[src/rtl/pipeline_register_elastic.sv]
// Elastic pipeline register: DEPTH two-entry skid slices in series with
// registered ready, synchronous flush and a live occupancy count.
module pipeline_register_elastic #(
  parameter int DATA_W = 32,
  parameter int DEPTH  = 1,
  parameter int CNT_W  = $clog2(2*DEPTH+1)
) (
  input  logic              clk,
  input  logic              rst,
  input  logic              flush,
  input  logic              in_valid,
  output logic              in_ready,
  input  logic [DATA_W-1:0] in_data,
  output logic              out_valid,
  input  logic              out_ready,
  output logic [DATA_W-1:0] out_data,
  output logic [CNT_W-1:0]  count
);

  // Encoding is {main_valid, skid_valid}; 2'b01 is unreachable.
  typedef enum logic [1:0] {
    EMPTY = 2'b00,
    ONE   = 2'b10,
    FULL  = 2'b11
  } slot_state_e;

  logic [DEPTH-1:0]  main_valid;
  logic [DEPTH-1:0]  skid_valid;
  logic [DEPTH-1:0]  up_valid;
  logic [DEPTH-1:0]  down_ready;
  logic [DATA_W-1:0] main_data [DEPTH];
  logic [DATA_W-1:0] up_data   [DEPTH];

  generate
    for (genvar gi = 0; gi < DEPTH; gi++) begin : g_slice
      slot_state_e       state_reg;
      slot_state_e       state_next;
      logic [DATA_W-1:0] main_data_reg;
      logic [DATA_W-1:0] main_data_next;
      logic [DATA_W-1:0] skid_data_reg;
      logic [DATA_W-1:0] skid_data_next;
      logic              accept_in;
      logic              accept_out;

      if (gi == 0) begin : g_head
        assign up_valid[gi] = in_valid;
        assign up_data[gi]  = in_data;
      end else begin : g_link
        assign up_valid[gi] = main_valid[gi-1];
        assign up_data[gi]  = main_data[gi-1];
      end

      // Downstream ready is the next slice's registered !skid_valid.
      if (gi == DEPTH-1) begin : g_tail
        assign down_ready[gi] = out_ready;
      end else begin : g_mid
        assign down_ready[gi] = !skid_valid[gi+1];
      end

      assign main_valid[gi] = (state_reg != EMPTY);
      assign skid_valid[gi] = (state_reg == FULL);
      assign main_data[gi]  = main_data_reg;

      assign accept_in  = up_valid[gi] && !skid_valid[gi];
      assign accept_out = main_valid[gi] && down_ready[gi];

      always_comb begin
        state_next     = state_reg;
        main_data_next = main_data_reg;
        skid_data_next = skid_data_reg;
        case (state_reg)
          EMPTY: begin
            if (accept_in) begin
              main_data_next = up_data[gi];
              state_next     = ONE;
            end
          end
          ONE: begin
            if (accept_in && accept_out) begin
              main_data_next = up_data[gi];
            end else if (accept_in) begin
              skid_data_next = up_data[gi];
              state_next     = FULL;
            end else if (accept_out) begin
              state_next = EMPTY;
            end
          end
          FULL: begin
            if (accept_out) begin
              main_data_next = skid_data_reg;
              state_next     = ONE;
            end
          end
          default: state_next = EMPTY;
        endcase
        // Flush only drops valid bits; data registers keep their contents.
        if (flush) begin
          state_next = EMPTY;
        end
      end

      always_ff @(posedge clk or negedge rst) begin
        if (!rst) begin
          state_reg     <= EMPTY;
          main_data_reg <= '0;
          skid_data_reg <= '0;
        end else begin
          state_reg     <= state_next;
          main_data_reg <= main_data_next;
          skid_data_reg <= skid_data_next;
        end
      end
    end
  endgenerate

  assign in_ready  = !skid_valid[0];
  assign out_valid = main_valid[DEPTH-1];
  assign out_data  = main_data[DEPTH-1];

  always_comb begin
    count = '0;
    for (int i = 0; i < DEPTH; i++) begin
      count = count + CNT_W'(main_valid[i]) + CNT_W'(skid_valid[i]);
    end
  end

endmodule

[config.mk]
export PLATFORM = sky130hd
export DESIGN_NAME = pipeline_register_elastic
export DESIGN_NICKNAME = d
export VERILOG_FILES = /design/src/rtl/pipeline_register_elastic.sv
export SDC_FILE = /design/constraint.sdc
export NUM_CORES = 1
export LEC_CHECK = 0
export ABC_AREA = 1
export CAP_MARGIN = 40
export CORE_MARGIN = 8
export CORE_UTILIZATION = 40
export DETAILED_ROUTE_END_ITERATION = 7
export GPL_TIMING_DRIVEN = 0
export PLACE_DENSITY = 0.75
export SLEW_MARGIN = 40
export SYNTH_ARGS = -nofsm -noshare
export SYNTH_HDL_FRONTEND = slang
export SYNTH_SLANG_ARGS = --single-unit
[constraint.sdc]
create_clock -name clk -period 1.9 [get_ports clk]
set_input_delay 0.38 -clock clk [delete_from_list [all_inputs] [get_ports clk]]
set_output_delay 0.38 -clock clk [all_outputs]
set_load 0.05 [all_outputs]
After elaboration in Yosys (flattened, before gate mapping)
Cells that the tools add are included.

Bitwise logic cells: 1. Equal/unequal tests: 9. Reduce and logical (&&, ||, !) cells: 10. Mux-type cells: 11. Add/sub/neg operators: 1.

Operator list (number): $mux W32 (3); $pmux W32 S3 (1); $mux W2 (6); $reduce_and A4 Y1 (2); $ne A3 B3 Y1 const B (2); $pmux W2 S3 (1); $eq A2 B2 Y1 const B (2); $ne A2 B2 Y1 const B (2); $ne A4 B4 Y1 const B (1); $logic_and A1 B1 Y1 (3); $ne A3 B2 Y1 const B (1); $reduce_and A3 Y1 (1); $reduce_bool A3 Y1 (1); $add A1 B1 Y2 (1); $logic_not A2 Y1 (1); $ne A2 B1 Y1 const B (1); $reduce_bool A2 Y1 (1); $logic_not A1 Y1 (1); $not A1 Y1 (1).

Bits of input ports: 37. Word-level logic and storage cells: 35. Flip-flop bits (word level): 66.

Logic depth before layout (Yosys ltp)
Gate-level depths: netlist of the first run.

Depth after elaboration: 7. Gate-level depth with buffers: 11.

Worst setup path after synthesis of the first run
No wires, ideal clock.

Path type: register to register. Start point: reg g_slice[0].state_reg[0]. End point: reg g_slice[0].main_data_reg[0] (netlist: out_data[0]). Arrival: 1.689 ns. Period minus slack after synthesis: 1.809 ns. Library setup time: 0.119 ns. Cell stages (with the launch flop): 11. Path slack: 0.091 ns. Data required time: 1.781 ns. Cells stage by stage: dfrtp_1 -> ha_1 -> inv_2 -> nand2_1 -> nand2_1 -> nand2_1 -> nor2_4 -> nand2_2 -> buf_6 -> nand2_1 -> nand2_1.

Cells in the longest elaborated chain, start to end: 6. Elaborated cells between the ends (all ways): 14. Classes of those cells: eq/ne (5); mux (1); reduce/logical (8).

Ends and longest elaborated chain: from (decl) (line 36) `slot_state_e state_reg;`; from (signal assigned) (line 108) `state_reg <= state_next;`; $eq A2 B2 Y1 (line 61, 71); $logic_not A1 Y1 (line 64) `assign accept_in = up_valid[gi] && !skid_valid[gi];`; $logic_and A1 B1 Y1 (line 64); $logic_and A1 B1 Y1 (line 79) `if (accept_in && accept_out) begin`; $ne A2 B2 Y1 (no line); $reduce_and A4 Y1 (no line); to (signal assigned) (line 109) `main_data_reg <= main_data_next;`; to (decl) (line 38) `logic [DATA_W-1:0] main_data_reg;`.

Parallel ways exist; a longest one is shown, timed or not. A chain may end at the register's enable or synchronous reset.

Final worst setup path of the first run
Start point: reg g_slice[0].state_reg[0]. End point: out count[0].

Cells in the longest elaborated chain, start to end: 2. Elaborated cells between the ends (all ways): 3. Classes of those cells: add/sub (1); eq/ne (1); reduce/logical (1).

Ends and longest elaborated chain: $eq A2 B2 Y1 or $reduce_bool A2 Y1 (tied branches) (line 61, 60); $add A1 B1 Y2 (*) (line 123) `count = count + CNT_W'(main_valid[i]) + CNT_W'(skid_valid[i]);`; to (decl) (line 17) `output logic [CNT_W-1:0] count`.

Every way passes the cells marked *; elsewhere a longest branch is shown, timed or not.

==> metrics.txt, run 1 <==
Post-DP HPWL=5540 um; number of fill cells=711; Worst-path clk slew=0.08 ns; die width=104 um; Tightest Hold Check Type=flip-flop to flip-flop; GRT Resource Usage Total=0.151; final setup margin=0.0719 ns; DRT antenna net count=0; Seq/Total Area, Yosys=0.534; Syn Std Cell Area=3090 um^2; fraction of layout instances using a drive strength above 1=0.117; die footprint=10800 um^2; PwrDens=1750 nW/um^2; vias in the first global route=2901; outcome=finished, final reports clean; number of remaining DRC errors=0; cts bufs inserted=9; Area growth, synth to finish=38.8%; R2R Setup Slk=0.15 ns; vias per inst=4.77; wire length per cell=13.4 um; period utilisation layout=0.962; CTS tree=built; syn nets=428; clk_skew=0.00840 ns; Starting Density=0.407; worst-path fanout max=5; PnR Total Power=7520 uW; Max Freq=547 MHz; antenna violations before repair=0; fin area=4290 um^2; relative slew slack=0.644; CORE AREA=7610 um^2; Synth cell types=18; placed cell area=3960 um^2; drt total wl=7790 um; Hold Vio Cnt, Final=0; First-pass DRT Iterations=6; Final Non-Filler Cells=582; Top-Level Pins=73; Seq pwr share=0.322; max-slew violations=0; H-Tree Depth=3; Pleak=0.00241 uW; Synth Area per Inst=8.01 um^2; Seq cells post-synth=66; CTS max path bufs=2; Net Switching=3500 uW; Mapped Cells=386; dpl cells=561; routability cong.=0.781; internal power=4020 uW; yosys synthesis warning count=0; worst endpoint required time=1.52 ns; Critical Path, Cell by Cell=inv_1 -> ha_2 -> buf_2; clock network latency to the later pin of the worst-skew pair=0.34 ns; n_diodes=0; CP endpoint kind=primary output; Combinational Power Share=0.519; worst endpoint data arrival time=1.45 ns; max-cap violation count=0; critical path's slowest cell=dfrtp_1; crit path launch type=flip-flop; # clock sinks=66; vias=2775; Switching Share=0.466; CP peak stage delay=0.43 ns; CP delay by family, top=flip-flops; Clk pwr share=0.160; worst-margin pin slew=0.537 ns; Max VDD drop=0.729 mV; DRT iter0 DRCs=108; first-pass GRT wire length=13600 um; final setup vio count=0; row count=32; CP bufs+invs=2; worst slack, placed=-0.0937 ns; clk root buf=clkbuf_8; Port Buf Inserts=72; GR Overflow Total=0; Final min period=1.83 ns; CP Class=flip-flop to primary output; largest net degree at the start of global routing=36; setup TNS=0 ns; Die Span Y=104 um; RSZ-0062 raised after global routing=no; fin nets=517
[worst min-delay path, stage by stage (launching register included)]
cell,delay [ns]
dfrtp_1,0.34
nand2_1,0.05
nand2_1,0.04
[Yosys cell counts]
cell type,count,share of area
a21oi_1,1,0.0016
buf_2,13,0.021
buf_6,3,0.011
clkbuf_1,6,0.0073
dfrtp_1,66,0.53
ha_1,5,0.020
inv_1,39,0.047
inv_2,3,0.0036
nand2_1,140,0.17
nand2_2,2,0.0040
nand3_1,38,0.061
nand4_2,1,0.0040
nor2_1,2,0.0024
nor2_2,1,0.0020
nor2_4,1,0.0036
o21ai_0,32,0.052
o21ai_1,32,0.052
o21ai_2,1,0.0028
[layout by cell type, fill, tap and decap left out, types with 5 or more instances in the layout]
master           netlist  final
o21ai_0               32     32
buf_2                 13     13
nand3_1               38     38
dlygate4sd2_1          0      5
clkdlybuf4s50_1        0     35
clkbuf_8               0     11
nand2_1              140    139
buf_4                  0      5
o21ai_1               32     32
dlymetal6s2s_1         0     27
inv_1                 39     39
dfrtp_1               66     66
[cell families after synthesis]
group / Yosys count / share of synthesized area
compound gates: 66 / 0.108
fa+ha+maj: 5 / 0.0202
buf+inv: 64 / 0.0902
flops: 66 / 0.534
simple gates: 185 / 0.248
[stage by stage]
step	utilization	hold WS, ns
after detailed placement	0.520	0.348
after CTS	0.547	0.475
final	0.564	0.465
after global routing	0.564	0.494
after floorplan	-	0.0844
after global placement	0.518	0.453
[path summary, 6_finish.rpt]
check / from / endpoint / depth (start not counted)
max: g_slice[0].state_reg[0]$_DFFE_PN0P_ / count[0] / 3
min: out_data[7]$_DFFE_PN0P_ / out_data[7]$_DFFE_PN0P_ / 2
max reg2reg: g_slice[0].state_reg[0]$_DFFE_PN0P_ / out_data[13]$_DFFE_PN0P_ / 10
min reg2reg: out_data[7]$_DFFE_PN0P_ / out_data[7]$_DFFE_PN0P_ / 2
max in group asynchronous: rst / g_slice[0].skid_data_reg[13]$_DFFE_PN0P_ / 3
min in group asynchronous: rst / out_data[26]$_DFFE_PN0P_ / 2
[timing repair]
action                     4_1_cts  5_1_grt
pin swaps                        0        1
setup buffers                    0        4
resized for setup               21       40
setup endpoints to repair        9       82
hold endpoints to repair        31        0
hold buffers                     1        0
[power groups by stage]
stage / Combinational, uW / Sequential, uW / Clock, uW
2_1_floorplan: 1520 / 3580 / 0
3_3_place_gp: 3870 / 2420 / 0
3_5_place_dp: 3940 / 2450 / 0
4_1_cts: 3890 / 2430 / 1230
5_1_grt: 4280 / 2510 / 1290
6_report: 3900 / 2420 / 1200
[final cells by class]
type | count | area (um^2) | area share
clock buffers | 11 | 151 | 0.0353
well taps | 102 | 128 | 0.0297
inverters | 42 | 158 | 0.0367
repair buffers | 78 | 832 | 0.194
multi-input cells | 256 | 1190 | 0.277
plain buffers | 22 | 130 | 0.0303
clock inverters | 5 | 52.6 | 0.0122
flip-flops and latches | 66 | 1650 | 0.385
[routing by layer]
metal | vias to the layer above | track usage | wire [um]
li1 | 1394 | - | -
met2 | 69 | 0.246 | 3690
met5 | - | 0 | 0
met4 | 0 | 0.0765 | 177
met1 | 1294 | 0.179 | 3500
met3 | 18 | 0.0397 | 419
Power figures use the tool's default switching activity.
==> run 2, diff against run 1 <==
--- a/config.mk
+++ b/config.mk
@@ -8,10 +8,11 @@
 export ABC_AREA = 1
 export CAP_MARGIN = 40
 export CORE_MARGIN = 8
-export CORE_UTILIZATION = 40
+export CORE_UTILIZATION = 39
 export DETAILED_ROUTE_END_ITERATION = 7
+export GPL_ROUTABILITY_DRIVEN = 0
 export GPL_TIMING_DRIVEN = 0
-export PLACE_DENSITY = 0.75
+export PLACE_DENSITY = 0.74
 export SLEW_MARGIN = 40
 export SYNTH_ARGS = -nofsm -noshare
 export SYNTH_HDL_FRONTEND = slang
==> run 2 against run 1 <==
Compared with the run above: clock power increased by 12%; flip-flop and latch count unchanged; final area about the same; highest routed layer unchanged; count of clock-buffer cells in the layout up 1.
==> metrics.txt, run 2 (synthesis results as in run 1) <==
outcome=finished, final reports clean (unchanged); max-cap violation count=0 (unchanged); clock network latency to the later pin of the worst-skew pair=0.34 ns (about the same); CP delay by family, top=buffers and inverters (was flip-flops); CP bufs+invs=3 (was 2); clk root buf=clkbuf_8 (unchanged); CP endpoint kind=primary output (unchanged); met2 usage=0.235 (was 0.246); die footprint=11000 um^2 (was 10800 um^2); Hold Vio Cnt, Final=0 (unchanged); most frequent cells in the layout=nand2_1, dfrtp_1, inv_1 (unchanged); worst-margin pin slew=0.526 ns (was 0.537 ns); First-pass DRT Iterations=4 (was 6); Port Buf Inserts=72 (unchanged); crit path launch type=flip-flop (unchanged); clk_skew=0.0120 ns (was 0.00840 ns); number of fill cells=715 (was 711); DRT antenna net count=0 (unchanged); Starting Density=0.402 (was 0.407); grt peak-use layer=met2 (unchanged); worst endpoint required time=1.52 ns (about the same); met3 Use GR=0.0504 (was 0.0397); Max Freq=558 MHz (was 547 MHz); Die Span Y=105 um (was 104 um); PwrDens=1780 nW/um^2 (was 1750 nW/um^2); first-pass GRT wire length=13200 um (was 13600 um); Pleak=0.00240 uW (was 0.00241 uW); Tightest Hold Check Type=flip-flop to flip-flop (unchanged); CP Class=flip-flop to primary output (unchanged); CORE AREA=7690 um^2 (was 7610 um^2); vias in the first global route=2860 (was 2901); fraction of layout instances using a drive strength above 1=0.105 (was 0.117); GR Overflow Total=0 (unchanged); n_diodes=0 (unchanged); vias per inst=4.72 (was 4.77); Final min period=1.79 ns (was 1.83 ns); cts bufs inserted=9 (unchanged); Top-Level Pins=73 (unchanged); # clock sinks=66 (unchanged); Critical Path, Cell by Cell=inv_1 -> ha_1 -> inv_2 -> buf_2 (was inv_1 -> ha_2 -> buf_2); wire length per cell=13.2 um (was 13.4 um); Max VDD drop=0.813 mV (was 0.729 mV); worst endpoint data arrival time=1.41 ns (was 1.45 ns); largest net degree at the start of global routing=42 (was 36); Area growth, synth to finish=38.6% (was 38.8%); Reg area=1650 um^2 (unchanged); vias=2728 (was 2775); antenna violations before repair=0 (unchanged); Post-DP HPWL=5570 um (was 5540 um); Setup Buffers After CTS=0 (unchanged); max-slew violations=0 (unchanged); period utilisation layout=0.943 (was 0.962); number of remaining DRC errors=0 (unchanged); worst-path fanout max=5 (unchanged); CP peak stage delay=0.42 ns (was 0.43 ns); hold_ws=0.465 ns (about the same); GRT Resource Usage Total=0.145 (was 0.151); area of the multi-input gates=1190 um^2 (about the same); met1 Usage GRT=0.175 (was 0.179); Worst-path clk slew=0.07 ns (was 0.08 ns); CTS max path bufs=2 (unchanged); fin nets=513 (was 517); RSZ-0062 raised after global routing=no (unchanged); DRT iter0 DRCs=105 (was 108); row count=32 (unchanged); final core utilization=0.558 (was 0.564); final setup vio count=0 (unchanged); H-Tree Depth=3 (unchanged); drt total wl=7650 um (was 7790 um); relative slew slack=0.648 (was 0.644); critical path's slowest cell=dfrtp_1 (unchanged); most common cell after layout, fill and taps aside=nand2_1 (unchanged); die width=105 um (was 104 um); CTS tree=built (unchanged)
-- run 2: worst paths after layout --
check | start | to | slack [ns] | cells past startpoint
min | out_data[6]$_DFFE_PN0P_ | out_data[6]$_DFFE_PN0P_ | 0.47 | 2
min in group asynchronous | rst | out_data[27]$_DFFE_PN0P_ | 0.50 | 2
max reg2reg | g_slice[0].state_reg[0]$_DFFE_PN0P_ | out_data[12]$_DFFE_PN0P_ | 0.14 | 9
min reg2reg | out_data[6]$_DFFE_PN0P_ | out_data[6]$_DFFE_PN0P_ | 0.47 | 2
max | g_slice[0].state_reg[0]$_DFFE_PN0P_ | out_valid | 0.11 | 4
max in group asynchronous | rst | g_slice[0].skid_data_reg[0]$_DFFE_PN0P_ | 0.86 | 3
-- run 2: final cells by class --
cell class | instances | area share
Buffer | 22 | 0.0309
Clock buffer | 12 | 0.0362
Inverter | 42 | 0.0368
Sequential cell | 66 | 0.385
Multi-Input combinational cell | 256 | 0.278
Tap cell | 102 | 0.0298
Timing Repair Buffer | 74 | 0.186
Clock inverter | 4 | 0.0172
-- run 2: worst reg2reg max path, delay by kind of cell (launching register included) --
| kind | cells | cell delay [ns] |
|---|---|---|
| buffers and inverters | 2 | 0.37 |
| flip-flops | 1 | 0.43 |
| AND/OR/NAND/NOR | 6 | 0.65 |
| adder cells (fa/ha/maj) | 1 | 0.25 |
-- run 2: what timing repair did --
action | 4_1_cts | 5_1_grt
endpoints found under the hold margin | 25 | 0
pin swaps | 0 | 1
hold buffers | 1 | 0
setup endpoints to repair | 10 | 76
gates resized for setup | 22 | 40
-- run 2: stage by stage --
stage,setup slack (ns),TNS [ns],std cells,cell area (um^2),total power (uW)
floorplan,0.0913,0,386,3090,5100
global placement,-1.72,-113.42,560,3940,6300
detailed placement,-0.0921,-0.546,561,3960,6400
CTS,0.000711,0,578,4180,7680
global route,0.00688,0,578,4290,8160
finish,0.108,0,578,4290,7630
-- run 2: power by group --
part | leakage (uW) | internal [uW] | switching [uW] | total [uW]
Sequential | 0.000819 | 2080 | 331 | 2410
Combinational | 0.00146 | 1250 | 2640 | 3880
Clock | 0.000117 | 812 | 525 | 1340
-- run 2: per-layer routing --
| metal | wire (um) | vias to the layer above | part of all wire |
|---|---|---|---|
| li1 | - | 1394 | - |
| met4 | 95 | 0 | 0.012 |
| met2 | 3720 | 78 | 0.49 |
| met5 | 0 | - | 0 |
| met3 | 551 | 11 | 0.072 |
| met1 | 3280 | 1245 | 0.43 |
==> run 3, diff against run 2 <==
--- a/config.mk
+++ b/config.mk
@@ -13,6 +13,7 @@
 export GPL_ROUTABILITY_DRIVEN = 0
 export GPL_TIMING_DRIVEN = 0
 export PLACE_DENSITY = 0.74
+export SKIP_CTS_REPAIR_TIMING = 1
 export SLEW_MARGIN = 40
 export SYNTH_ARGS = -nofsm -noshare
 export SYNTH_HDL_FRONTEND = slang
==> constraint.sdc (replaced) <==
create_clock -name clk -period 2.03 [get_ports clk]
set_input_delay 0.406 -clock clk [delete_from_list [all_inputs] [get_ports clk]]
set_output_delay 0.406 -clock clk [all_outputs]
set_load 0.05 [all_outputs]
==> run 3 against run 2 <==
Compared with the run above: total power decreased by 6.2%; highest routed layer unchanged; register-to-register slack improved by 0.10 ns; utilization decreased by 1.2 points; critical endpoint is now out_data[23]; global-route usage unchanged; flip-flop and latch count stayed put.
==> metrics.txt, run 3 (synthesis results as in run 1) <==
outcome=finished, final reports clean (unchanged); Hold Path Sink=out_data[6]$_DFFE_PN0P_ (unchanged); Max Freq=519 MHz; PwrDens=1710 nW/um^2 (was 1780 nW/um^2); vias=2718 (was 2728); Critical Path, Cell by Cell=clkdlybuf4s50_1 (was inv_1 -> ha_1 -> inv_2 -> buf_2); Tightest Hold Check Type=flip-flop to flip-flop (unchanged); number of remaining DRC errors=0 (unchanged); hold path start=out_data[6]$_DFFE_PN0P_ (unchanged); CP Class=flip-flop to primary output (unchanged); CP peak stage delay=0.84 ns (was 0.42 ns); clk root buf=clkbuf_8 (unchanged); clk_skew=0.0120 ns (about the same); worst r2r src=g_slice[0].state_reg[0]$_DFFE_PN0P_ (unchanged); most common cell after layout, fill and taps aside=nand2_1 (unchanged); CTS tree=built (unchanged); n_diodes=0 (unchanged); First-pass DRT Iterations=4 (unchanged); antenna violations before repair=0 (unchanged); Die Span Y=105 um (unchanged); Final min period=1.93 ns; Starting Density=0.402 (unchanged); final setup margin=0.103 ns (was 0.108 ns); reg-to-reg endpoint=g_slice[0].skid_data_reg[13]$_DFFE_PN0P_ (was out_data[12]$_DFFE_PN0P_); CTS max path bufs=2 (unchanged); GRT Resource Usage Total=0.145 (unchanged); CORE AREA=7690 um^2 (unchanged); Top-Level Pins=73 (unchanged); largest net degree at the start of global routing=42 (unchanged); CP endpoint kind=primary output (unchanged); worst-margin pin slew=0.537 ns (was 0.526 ns); hold_ws=0.470 ns (was 0.465 ns); DRT antenna net count=0 (unchanged); Max VDD drop=0.943 mV (was 0.813 mV); Area growth, synth to finish=35.6% (was 38.6%); max-slew violations=0 (unchanged); vias in the first global route=2865 (was 2860); Clk pwr share=0.175 (about the same); area of the multi-input gates=1160 um^2 (was 1190 um^2); cts bufs inserted=9 (unchanged); CP bufs+invs=1 (was 3); Combinational Power Share=0.508 (was 0.509); # clock sinks=66 (unchanged); worst-path fanout max=2 (was 5); number of fill cells=736 (was 715); drt total wl=7600 um (was 7650 um); Reg area=1650 um^2 (unchanged); most frequent cells in the layout=nand2_1, clkdlybuf4s50_1, dfrtp_1 (was nand2_1, dfrtp_1, inv_1); Hold Vio Cnt, Final=0 (unchanged); period utilisation layout=0.949; worst endpoint required time=1.62 ns (was 1.52 ns); CP Launch Point=out_data[23]$_DFFE_PN0P_ (was g_slice[0].state_reg[0]$_DFFE_PN0P_); GR Overflow Total=0 (unchanged); critical path's slowest cell=clkdlybuf4s50_1 (was dfrtp_1); max-cap violation count=0 (unchanged); RSZ-0062 raised after global routing=no (unchanged); Switching Share=0.455 (was 0.458); row count=32 (unchanged); Worst-path clk slew=0.07 ns (about the same); fin nets=513 (unchanged); Net Switching=3250 uW (was 3490 uW); DRT iter0 DRCs=102 (was 105); final setup vio count=0 (unchanged); die footprint=11000 um^2 (unchanged); H-Tree Depth=3 (unchanged); worst endpoint data arrival time=1.52 ns (was 1.41 ns); clock network latency to the later pin of the worst-skew pair=0.34 ns (about the same); hold depth=2 (unchanged); Reg2Reg Depth=7 (was 9); R2R Setup Slk=0.24 ns (was 0.14 ns); Port Buf Inserts=72 (unchanged); vias per inst=4.70 (was 4.72); Seq pwr share=0.317 (was 0.316); worst slack, placed=0.0119 ns (was -0.0921 ns); first-pass GRT wire length=13200 um (about the same); crit path launch type=flip-flop (unchanged); fraction of layout instances using a drive strength above 1=0.0945 (was 0.105); CP delay by family, top=buffers and inverters (unchanged); internal power=3900 uW (was 4130 uW); Pleak=0.00210 uW (was 0.00240 uW); die width=105 um (unchanged); Post-DP HPWL=5570 um (unchanged); relative slew slack=0.641 (was 0.648); wire length per cell=13.2 um (about the same)
[run 3: cell types whose count changed in the layout (fill, tap and decap cells not counted), sizes merged]
cell | before | now
clkdlybuf4s15 | 2 | 0
buf | 17 | 18
dlymetal6s2s | 26 | 2
clkdlybuf4s50 | 35 | 67
dlygate4sd2 | 6 | 0
clkbuf | 21 | 20
[run 3: power by group through the flow]
| stage | Sequential, uW | Combinational (uW) | Clock (uW) |
|---|---|---|---|
| floorplan | 3350 | 1420 | 0 |
| global route | 2340 | 3980 | 1330 |
| finish | 2270 | 3640 | 1250 |
| detailed placement | 2290 | 3700 | 0 |
| global placement | 2260 | 3630 | 0 |
| CTS | 2270 | 3710 | 1280 |
[run 3: final cells by class]
type / instances / area share
multi-input cells: 256 / 0.277
clock inverters: 4 / 0.0176
plain buffers: 22 / 0.0292
inverters: 42 / 0.0376
flip-flops and latches: 66 / 0.394
repair buffers: 74 / 0.177
well taps: 102 / 0.0304
clock buffers: 12 / 0.0370
[run 3: how the worst max path moves through the flow]
stage | to | slack (ns) | cells past startpoint
2_1_floorplan | out_data[0]$_DFFE_PN0P_ | 0.22 | 10
3_3_place_gp | g_slice[0].skid_data_reg[16]$_DFFE_PN0P_ | -1.62 | 1
3_5_place_dp | out_valid | 0.01 | 4
4_1_cts | count[0] | -0.35 | 3
5_1_grt | g_slice[0].skid_data_reg[14]$_DFFE_PN0P_ | 0.02 | 7
6_report | out_data[23] | 0.10 | 1
[run 3: stage by stage]
| step | std cells | cell area, um^2 | utilization | total power (uW) | TNS [ns] |
|---|---|---|---|---|---|
| after floorplan | 386 | 3090 | - | 4770 | 0 |
| after global placement | 560 | 3940 | 0.513 | 5900 | -106.45 |
| after detailed placement | 561 | 3960 | 0.515 | 5990 | 0 |
| after CTS | 577 | 4190 | 0.545 | 7260 | -1.14 |
| after global routing | 578 | 4190 | 0.546 | 7650 | 0 |
| final | 578 | 4190 | 0.546 | 7160 | 0 |
[run 3: worst register-to-register path: cells and delay by family, from the launching register on]
kind                       cells  cell delay [ns]
buffers and inverters          3             0.59
DFF                            1             0.42
and+or+nand+nor                2             0.31
adders and majority gates      1             0.24
AOI/OAI and AO/OA              1             0.12
[run 3: metal layers]
metal | global-route usage | share of wire | vias up
met5 | 0 | 0 | -
met4 | 0.0499 | 0.011 | 0
met3 | 0.0498 | 0.065 | 10
met2 | 0.235 | 0.48 | 73
met1 | 0.175 | 0.44 | 1248
li1 | - | - | 1387
